--- config.mk ---
export PLATFORM = sky130hd
export DESIGN_NAME = clock_divider_bank
export DESIGN_NICKNAME = d
export VERILOG_FILES = /design/src/rtl/clock_divider_pkg.sv /design/src/rtl/clock_divider_channel.sv /design/src/rtl/clock_divider_bank.sv
export SDC_FILE = /design/constraint.sdc
export NUM_CORES = 1
export LEC_CHECK = 0
export BUFFER_PORTS_ARGS = -buffer_cell sky130_fd_sc_hd__buf_2
export CAP_MARGIN = 20
export CORE_UTILIZATION = 60
export DETAILED_ROUTE_END_ITERATION = 16
export PLACE_DENSITY = 0.75
export SYNTH_ARGS = -nofsm -noshare
export SYNTH_HDL_FRONTEND = slang
export SYNTH_HIERARCHICAL = 1
export SYNTH_SLANG_ARGS = --single-unit
--- constraint.sdc ---
create_clock -name inputClock -period 6.3 [get_ports inputClock]
set_clock_uncertainty 0.15 [all_clocks]
set_input_delay 0.315 -clock inputClock [delete_from_list [all_inputs] [get_ports inputClock]]
set_output_delay 0.315 -clock inputClock [all_outputs]
set_load 0.005 [all_outputs]
--- src/rtl/clock_divider_pkg.sv ---
// Shared widths, reset defaults and per-channel configuration record for the divider bank.
// Latency: n/a (types and constants only).
// Backpressure: n/a.
package clock_divider_pkg;

    localparam int CNT_W_DEF             = 16;
    localparam int CNT_W_MAX             = 32;
    localparam int RESET_HALF_PERIOD_DEF = 25000;

    // Fields sized for the widest supported counter; users cast to their CNT_W.
    typedef struct packed {
        logic [CNT_W_MAX-1:0] half_period;
        logic [CNT_W_MAX-1:0] phase;
    } chan_cfg_t;

    function automatic int idx_w(input int n);
        return (n > 1) ? $clog2(n) : 1;
    endfunction

endpackage

--- src/rtl/clock_divider_channel.sv ---
// One divider channel: toggles outputClock every H enabled edges, ticks on each rise.
// Latency: config/restart take effect on the next edge; new H adopted at the next toggle.
// Backpressure: none; enable low freezes count and level, tick forced low.
module clock_divider_channel
    import clock_divider_pkg::*;
#(
    parameter int CNT_W             = CNT_W_DEF,
    parameter int RESET_HALF_PERIOD = RESET_HALF_PERIOD_DEF
) (
    input  logic      inputClock,
    input  logic      reset,
    input  logic      enable,
    input  logic      load,
    input  logic      sync_restart,
    input  chan_cfg_t load_cfg,
    output logic      outputClock,
    output logic      tick
);

    localparam logic [CNT_W-1:0] ONE     = CNT_W'(1);
    localparam logic [CNT_W-1:0] RST_HP  = CNT_W'(RESET_HALF_PERIOD);

    logic [CNT_W-1:0] half_q;
    logic [CNT_W-1:0] pend_q;
    logic [CNT_W-1:0] phase_q;
    logic [CNT_W-1:0] cnt_q;
    logic [CNT_W-1:0] pend_nxt;
    logic [CNT_W-1:0] phase_nxt;

    assign pend_nxt  = load ? CNT_W'(load_cfg.half_period) : pend_q;
    assign phase_nxt = load ? CNT_W'(load_cfg.phase)       : phase_q;

    function automatic logic [CNT_W-1:0] clamp_cnt(input logic [CNT_W-1:0] c,
                                                    input logic [CNT_W-1:0] h);
        logic [CNT_W-1:0] lim;
        lim = h - ONE;
        if (h == '0) return '0;
        return (c > lim) ? lim : c;
    endfunction

    always_ff @(posedge inputClock or posedge reset) begin
        if (reset) begin
            half_q      <= RST_HP;
            pend_q      <= RST_HP;
            phase_q     <= '0;
            cnt_q       <= '0;
            outputClock <= 1'b0;
            tick        <= 1'b0;
        end else begin
            pend_q  <= pend_nxt;
            phase_q <= phase_nxt;
            if (sync_restart) begin
                half_q      <= pend_nxt;
                cnt_q       <= clamp_cnt(phase_nxt, pend_nxt);
                outputClock <= 1'b0;
                tick        <= 1'b0;
            end else if (half_q == '0) begin
                half_q      <= pend_nxt;
                cnt_q       <= '0;
                outputClock <= 1'b0;
                tick        <= 1'b0;
            end else if (!enable) begin
                // Idle channel may adopt a new H at once; keep C inside the new range.
                half_q <= pend_nxt;
                cnt_q  <= clamp_cnt(cnt_q, pend_nxt);
                tick   <= 1'b0;
            end else if (cnt_q == half_q - ONE) begin
                half_q      <= pend_nxt;
                cnt_q       <= '0;
                outputClock <= ~outputClock;
                tick        <= ~outputClock;
            end else begin
                cnt_q <= cnt_q + ONE;
                tick  <= 1'b0;
            end
        end
    end

endmodule

--- src/rtl/clock_divider_bank.sv ---
// Bank of CHANNELS independent clock dividers with per-channel load and shared realign.
// Latency: one cycle from load/sync_restart strobe to channel state update.
// Backpressure: none; out-of-range load_channel is dropped.
module clock_divider_bank
    import clock_divider_pkg::*;
#(
    parameter int CHANNELS          = 4,
    parameter int CNT_W             = CNT_W_DEF,
    parameter int RESET_HALF_PERIOD = RESET_HALF_PERIOD_DEF
) (
    input  logic                        inputClock,
    input  logic                        reset,
    input  logic [CHANNELS-1:0]         enable,
    input  logic                        load,
    input  logic [idx_w(CHANNELS)-1:0]  load_channel,
    input  logic [CNT_W-1:0]            load_half_period,
    input  logic [CNT_W-1:0]            load_phase,
    input  logic                        sync_restart,
    output logic [CHANNELS-1:0]         outputClock,
    output logic [CHANNELS-1:0]         tick
);

    localparam int LCW = idx_w(CHANNELS);

    chan_cfg_t load_cfg;

    always_comb begin
        load_cfg             = '0;
        load_cfg.half_period = CNT_W_MAX'(load_half_period);
        load_cfg.phase       = CNT_W_MAX'(load_phase);
    end

    generate
        for (genvar i = 0; i < CHANNELS; i++) begin : g_ch
            logic ch_load;
            // Indices >= CHANNELS never match any instance, so they are ignored.
            assign ch_load = load && (load_channel == LCW'(i));

            clock_divider_channel #(
                .CNT_W             (CNT_W),
                .RESET_HALF_PERIOD (RESET_HALF_PERIOD)
            ) u_ch (
                .inputClock   (inputClock),
                .reset        (reset),
                .enable       (enable[i]),
                .load         (ch_load),
                .sync_restart (sync_restart),
                .load_cfg     (load_cfg),
                .outputClock  (outputClock[i]),
                .tick         (tick[i])
            );
        end
    endgenerate

endmodule

==> results of run 1 <==
power by group through the flow:
stage	clock network (mW)	registers (mW)	logic [mW]
after floorplan	0	2.53	2.94
after global placement	0	2.84	3.50
after detailed placement	0	2.86	3.62
after CTS	1.93	2.83	3.65
after global routing	2.00	2.92	4.06
final	1.90	2.86	3.72
worst paths after layout:
check                                          from                 endpoint  slack (ns)  depth (start not counted)
setup / recovery             g_ch[1].u_ch/pend_q[0]    g_ch[1].u_ch/cnt_q[6]        0.98                         19
hold / removal                        load_phase[6]  g_ch[2].u_ch/phase_q[6]       0.008                          2
setup reg to reg             g_ch[1].u_ch/pend_q[0]    g_ch[1].u_ch/cnt_q[6]        0.98                         19
hold reg to reg            g_ch[3].u_ch/outputClock        g_ch[3].u_ch/tick        0.32                          1
max in group asynchronous                     reset    g_ch[0].u_ch/cnt_q[6]        4.91                          4
min in group asynchronous                     reset  g_ch[0].u_ch/phase_q[5]        0.47                          4
area by class of cell:
cell class,instances,area (um^2)
clock buffer,39,866
clock inverter,16,206
fill,2769,11400
inverter,108,405
multi-input combinational,1676,13000
sequential,264,6670
tap,448,561
timing repair buffer,85,528
critical path, cell delays in order (launching register included):
cell       delay, ns
dfrtp_1         0.38
mux2i_1         0.33
ha_1            0.30
nor4b_2         0.36
nor2_1          0.17
or3_1           0.39
a2111o_1        0.31
xnor2_1         0.22
inv_1           0.10
ha_1            0.29
and4_1          0.26
nand2_1         0.09
a2111oi_0       0.39
nor2_1          0.11
a211oi_1        0.19
o22ai_1         0.18
nor2_2          0.39
buf_4           0.26
mux2i_1         0.19
o21ai_0         0.10
metrics by stage:
stage                     cells  cell area, um^2  total power [mW]
final                      2636            22300              8.49
after floorplan            2146            20600              5.47
after CTS                  2636            22300              8.42
after global placement     2576            21100              6.33
after global routing       2636            22300              8.97
after detailed placement   2576            21100              6.48
registers in the layout (all words and copies together), names as in the netlist:
register               flops
g_ch.u_ch/cnt_q           64
g_ch.u_ch/half_q          64
g_ch.u_ch/phase_q         64
g_ch.u_ch/tick             4
g_ch.u_ch/pend_q          64
g_ch.u_ch/outputClock      4
what timing repair did:
item                       4_1_cts  5_1_grt
setup endpoints to repair        0        0
hold buffers                     5        0
hold endpoints to repair       222        0
layer usage:
layer,global-route usage (%),share of wire [%]
met1,46.5,43
met2,55.0,45
met3,5.18,7.4
met4,15.2,4.5
met5,0,0.038
==> results.md, run 1 <==
- The flow ran to the end, and the final reports show no timing, DRC or antenna violations.
- The mapped netlist covers 0.0206 mm^2.
- Setup repair after global routing left no endpoint under its margin.
- The tightest min-delay check is of the in -> reg type.
- In this run the tightest slew margin relative to its limit is 28.0%.
- In this run the power density over the cells is 381 mW/mm^2.
- In this run, flip-flops and latches consume 33.7% of the power.
- In this run the power spent charging and discharging nets is approximately 3.5 mW.
- The slack of the critical path is 0.978 ns.
- The final hold violation count was 0.
- After the first detailed-routing iteration, the DRC count stood at 1,604.
- The number of buffers created by CTS is 30.
- The net count of the finished layout is 2,335.
- For the worst setup path, the data arrival time is 5.60 ns.
- The via density per instance is 6.71.
- Once detailed placement completed, the half-perimeter wirelength came to 45,300 um.
- The most common cell after layout, fill and taps aside is dfrtp_1.
- The kind of launch point of the worst setup path is a register.
- For this run, the detailed router's first-pass iteration total came to 6.
- In the layout the commonest cells are dfrtp_1 (216), mux2_2 (136), ha_1 (128).
- The critical path in this run is classified as reg -> reg.
- From bottom edge to top edge, the die measures 187 um.
- The root buffer cell is clkbuf_16.
- Derived from the worst setup path, the maximum achievable clock frequency is between 0.15 and 0.2 GHz.
- The number of buffers inserted by port buffering is 49.
- The global placer's final weighted congestion is 0.932.
- The switching share of power is 41.7%.
- The count of clock tree sinks is 264.
- The wire length of the first global-routing pass is 96,700 um.
- The critical path required time is 6.58 ns.
- Of the available clock period, the critical path in the final layout requires 84.5%.
- The clock tree from TritonCTS is done.
- The later-pin clock latency in the skew report is 0.58 ns.
- The layout-stage area growth over the synthesis result is 7.82%.
- The worst-case clock buffer depth is 3.
- The worst setup slack after placement is between 0.5 and 0.6 ns.
- The core outline area is around 0.034 mm^2.
- The global-route congestion overflow total is 0.
- In the synthesized netlist, the number of instances is 2,146.
- Setup violations remaining at the end of the flow were counted as 0.
- The total nets after synthesis is around 2,300.
- The max-slew violation total from the final report came to 0.
- The worst hold slack is 0.00800 ns.
- The core occupancy in the finished layout is between 60% and 70%.
- The number of setup buffers added after CTS is 0.
- The I/O pin count is 50.
- The post-synthesis average cell area is 9.62 um^2.
- For this block, the via count after detailed routing is 17,700.
- The maximum level of the CTS H-tree is 1.
- The average wire per standard cell is 23.2 um.
- Subtracting the final worst setup slack from the clock period gives 5.32 ns.
- The share of cells above drive strength 1 is 18.9%.
- Setup total negative slack on the finished layout was measured at 0 ns.
- The die covers 0.0351 mm^2.
- The row count is 67.
- For this run, design rule violations remaining after detail routing come to 0.
- 0 antenna diodes ended up in the layout.
- The worst-path maximum fanout is 8.
- STA classifies the critical path endpoint as a register.
- The largest voltage drop on the vdd net is 0.329 mV.
- The clock-pin slew reported for the worst setup and hold paths after clock tree synthesis is approximately 0.060 ns.
- Once the floorplan was initialized, standard cells occupied 61.2% of the core.
- The via count of the first global-routing pass came to around 17,000.
- The antenna violation net count after detailed routing is 0.
- The internal power contribution is a little under 5 mW.
- The proportion of power drawn by the clock network is 22.4%.
- The number of max-cap violations is 0.
- The number of warning messages in the yosys log is 6.
- The initial antenna violation count is 2.
- The static leakage is 9.23 nW.
- The total routing resource utilization after global routing is approximately a third.
- Entering global routing, the biggest net connects 67 pins.
- The routed design has 61,300 um of wire.
- The die span in x is 187 um.
- For the pin with the worst max-slew slack, the measured transition is 1.08 ns.
- The post-cts resize count is 0.
- The fraction of power consumed by combinational cells is 43.9%.
Power figures use the tool's default switching activity.
==> run 2: changes to the inputs <==
- CORE_UTILIZATION: 60 -> 58
- PLACE_DENSITY: 0.75 -> 0.76
- clock period: 6.3 -> 4.3 ns (I/O delays scaled with it)
==> results.md, run 2 (synthesis gave the netlist of run 1 again) <==
- The transition time of the tightest slew-check pin is 0.925 ns.
- The average wire per standard cell is between 20 and 25 um.
- Setup repair after global routing could not meet its margin everywhere.
- For this run, the total global-route usage over all layers was measured as 36.0%.
- The routed layout has between 15,000 and 20,000 vias.
- The later-pin clock latency in the skew report is 0.59 ns.
- The clock passes through at most 3 buffers.
- The number of buffers inserted by port buffering is roughly 50.
- The power density over cell area is 541 mW/mm^2.
- Entering global routing, the biggest net connects 42 pins.
- The worst setup path is launched from a register.
- In this run the tightest slew margin relative to its limit is between 30% and 40%.
- The via density per instance is 6.50.
- In this run the core area contains 68 standard-cell rows.
- The initial standard-cell utilization of the core is around three fifths.
- Measured along the x axis, the die boundary spans 191 um.
- The region available for standard cell placement spans ~0.035 mm^2.
- The critical path goes through mux2_4 > inv_2 > ha_4 > nor4b_4 > nor2_2 > or3_1 > a2111o_1 > xnor2_2 > inv_2 > ha_4 > and4_4 > nand4_1 > a2bb2oi_2 > nor2_2 > a211oi_2 > o22ai_4 > nor2_4 > mux2_4 > o21bai_1.
- The run finished, with violations left.
- The final layout contains routed wiring with a total length of 66,300 um.
- The global placer's final weighted congestion is between 0.9 and 1.
- The slack of the worst reg-to-reg path is -0.06 ns.
- The fmax is between 0.2 and 0.25 GHz.
- The vertical extent of the die is 191 um.
- The wire length of the first global-routing pass is 102,000 um.
- The tightest min-delay check is of the in -> reg type.
- In this run the remaining antenna-violating nets after routing total 0.
- The worst setup slack after placement is -0.550 ns.
- The slowest stage of the critical path belongs to the cell dfrtp_1.
- For this run, the detailed router's first-pass iteration total came to 5.
- The class of the most critical setup path is reg -> reg.
- The critical path data arrival time is 4.66 ns.
- In the layout the commonest cells are buf_4 (266), dfrtp_1 (216), mux2_2 (131).
- At the end of the flow, the number of nets in the layout was 2,607.
- In this run the number of H-tree levels came out at 1.
- Counting the fill cells in the layout gives between 2,000 and 2,500.
- The layout-stage area growth over the synthesis result is 22.3%.
- The detailed-route DRC error count is 0.
- After layout, the minimum clock period comes to between 4 and 5 ns.
- The checks that failed: negative setup slack.
- The number of max-cap violations is 0.
- The slack of the critical path is -0.0612 ns.
- VDD sags by at most approximately 0.4 mV.
- Hold timing on the final database bottoms out at a slack of 0.0313 ns.
- The I/O pin count is 50.
- The analysis attributes to cell leakage a power of 10.7 nW.
- The initial antenna violation count is 1.
- Detailed placement ended at an HPWL of 49,600 um.
- The final hold violation count was 0.
- The via count of the first global-routing pass is 18,700.
- STA classifies the critical path endpoint as a register.
- The critical path required time is around 4.6 ns.
- Counting the buffers created by CTS gives 31.
- The total overflow left after global routing is 0.
- The first-iteration detailed-routing DRC count is between 1,500 and 2,000.
- After clock tree synthesis, the clock-pin slew on the worst setup and hold paths is 0.06 ns.
- The max-slew violation total from the final report is 0.
- The cell sitting at the root of the clock tree is a clkbuf_16.
- The worst-path maximum fanout is 4.
- Setup violations remaining at the end of the flow were counted as 10.
- Of the available clock period, the critical path in the final layout requires 101%.
- For this run, the slowest stage of the critical path takes 0.38 ns.
- Counting every sink on the clock net gives 264.
- The die covers between 0.03 and 0.04 mm^2.
- The most common cell after layout, fill and taps aside is buf_4.
- The post-route netlist has 30.9% of its cells at a drive strength greater than 1.
- TritonCTS built the clock tree.
[run 2: power breakdown]
group,switching (mW),total [mW],internal [mW]
registers,1.02,4.20,3.17
clock network,1.12,2.73,1.61
logic,3.47,6.74,3.27
[run 2: area by class of cell]
cell class	count	area [um^2]	share of cell area, %
Clock inverter	17	194	0.769
Multi-Input combinational cell	1676	13800	54.6
Tap cell	455	569	2.26
Clock buffer	40	840	3.33
Inverter	108	405	1.61
Timing Repair Buffer	356	2770	11.0
Antenna cell	2	5.00	0.0198
Sequential cell	264	6670	26.4
[run 2: stage by stage]
step	total power [mW]	area, um^2	setup TNS, ns	instances	util [%]
final	13.7	25200	-0.259	2918	72.5
after global routing	14.4	25200	-3.64	2917	72.5
after CTS	13.1	24700	0	2903	70.8
after detailed placement	10.3	23300	-24.21	2821	67.1
after global placement	10.0	23300	-15.44	2821	67.1
after floorplan	8.20	21200	-15.68	2146	-
[run 2: critical path, delay by kind of cell (launching register included)]
kind                     cells  cell delay (ns)
AO/OA/AOI/OAI                5             1.09
AND/OR/NAND/NOR              7             1.27
flip-flops                   1             0.38
adder cells (fa/ha/maj)      2             0.39
multiplexers                 2             0.60
XOR/XNOR                     1             0.20
buffers and inverters        2             0.15
[run 2: final timing paths]
kind / startpoint / to / cells past startpoint
setup reg to reg: g_ch[1].u_ch/pend_q[1] / g_ch[1].u_ch/cnt_q[12] / 19
hold / removal: enable[1] / g_ch[1].u_ch/outputClock / 4
setup / recovery: g_ch[1].u_ch/pend_q[1] / g_ch[1].u_ch/cnt_q[12] / 19
hold reg to reg: g_ch[1].u_ch/outputClock / g_ch[1].u_ch/tick / 1
min in group asynchronous: reset / g_ch[3].u_ch/phase_q[1] / 3
max in group asynchronous: reset / g_ch[0].u_ch/half_q[3] / 4
[run 2: metal layers]
metal | vias to the layer above | wire length, um | track usage [%]
li1 | 8603 | - | -
met1 | 9260 | 27300 | 47.9
met2 | 890 | 30600 | 58.3
met3 | 205 | 5050 | 4.84
met4 | 0 | 3330 | 16.1
met5 | - | 0 | 0
[run 2: repair_timing]
action	CTS	global route
gates resized for setup	9	82
cloned	0	3
hold buffers	22	0
setup buffers	3	11
pin swaps	8	25
endpoints found under the hold margin	186	0
endpoints found under the setup margin	43	63
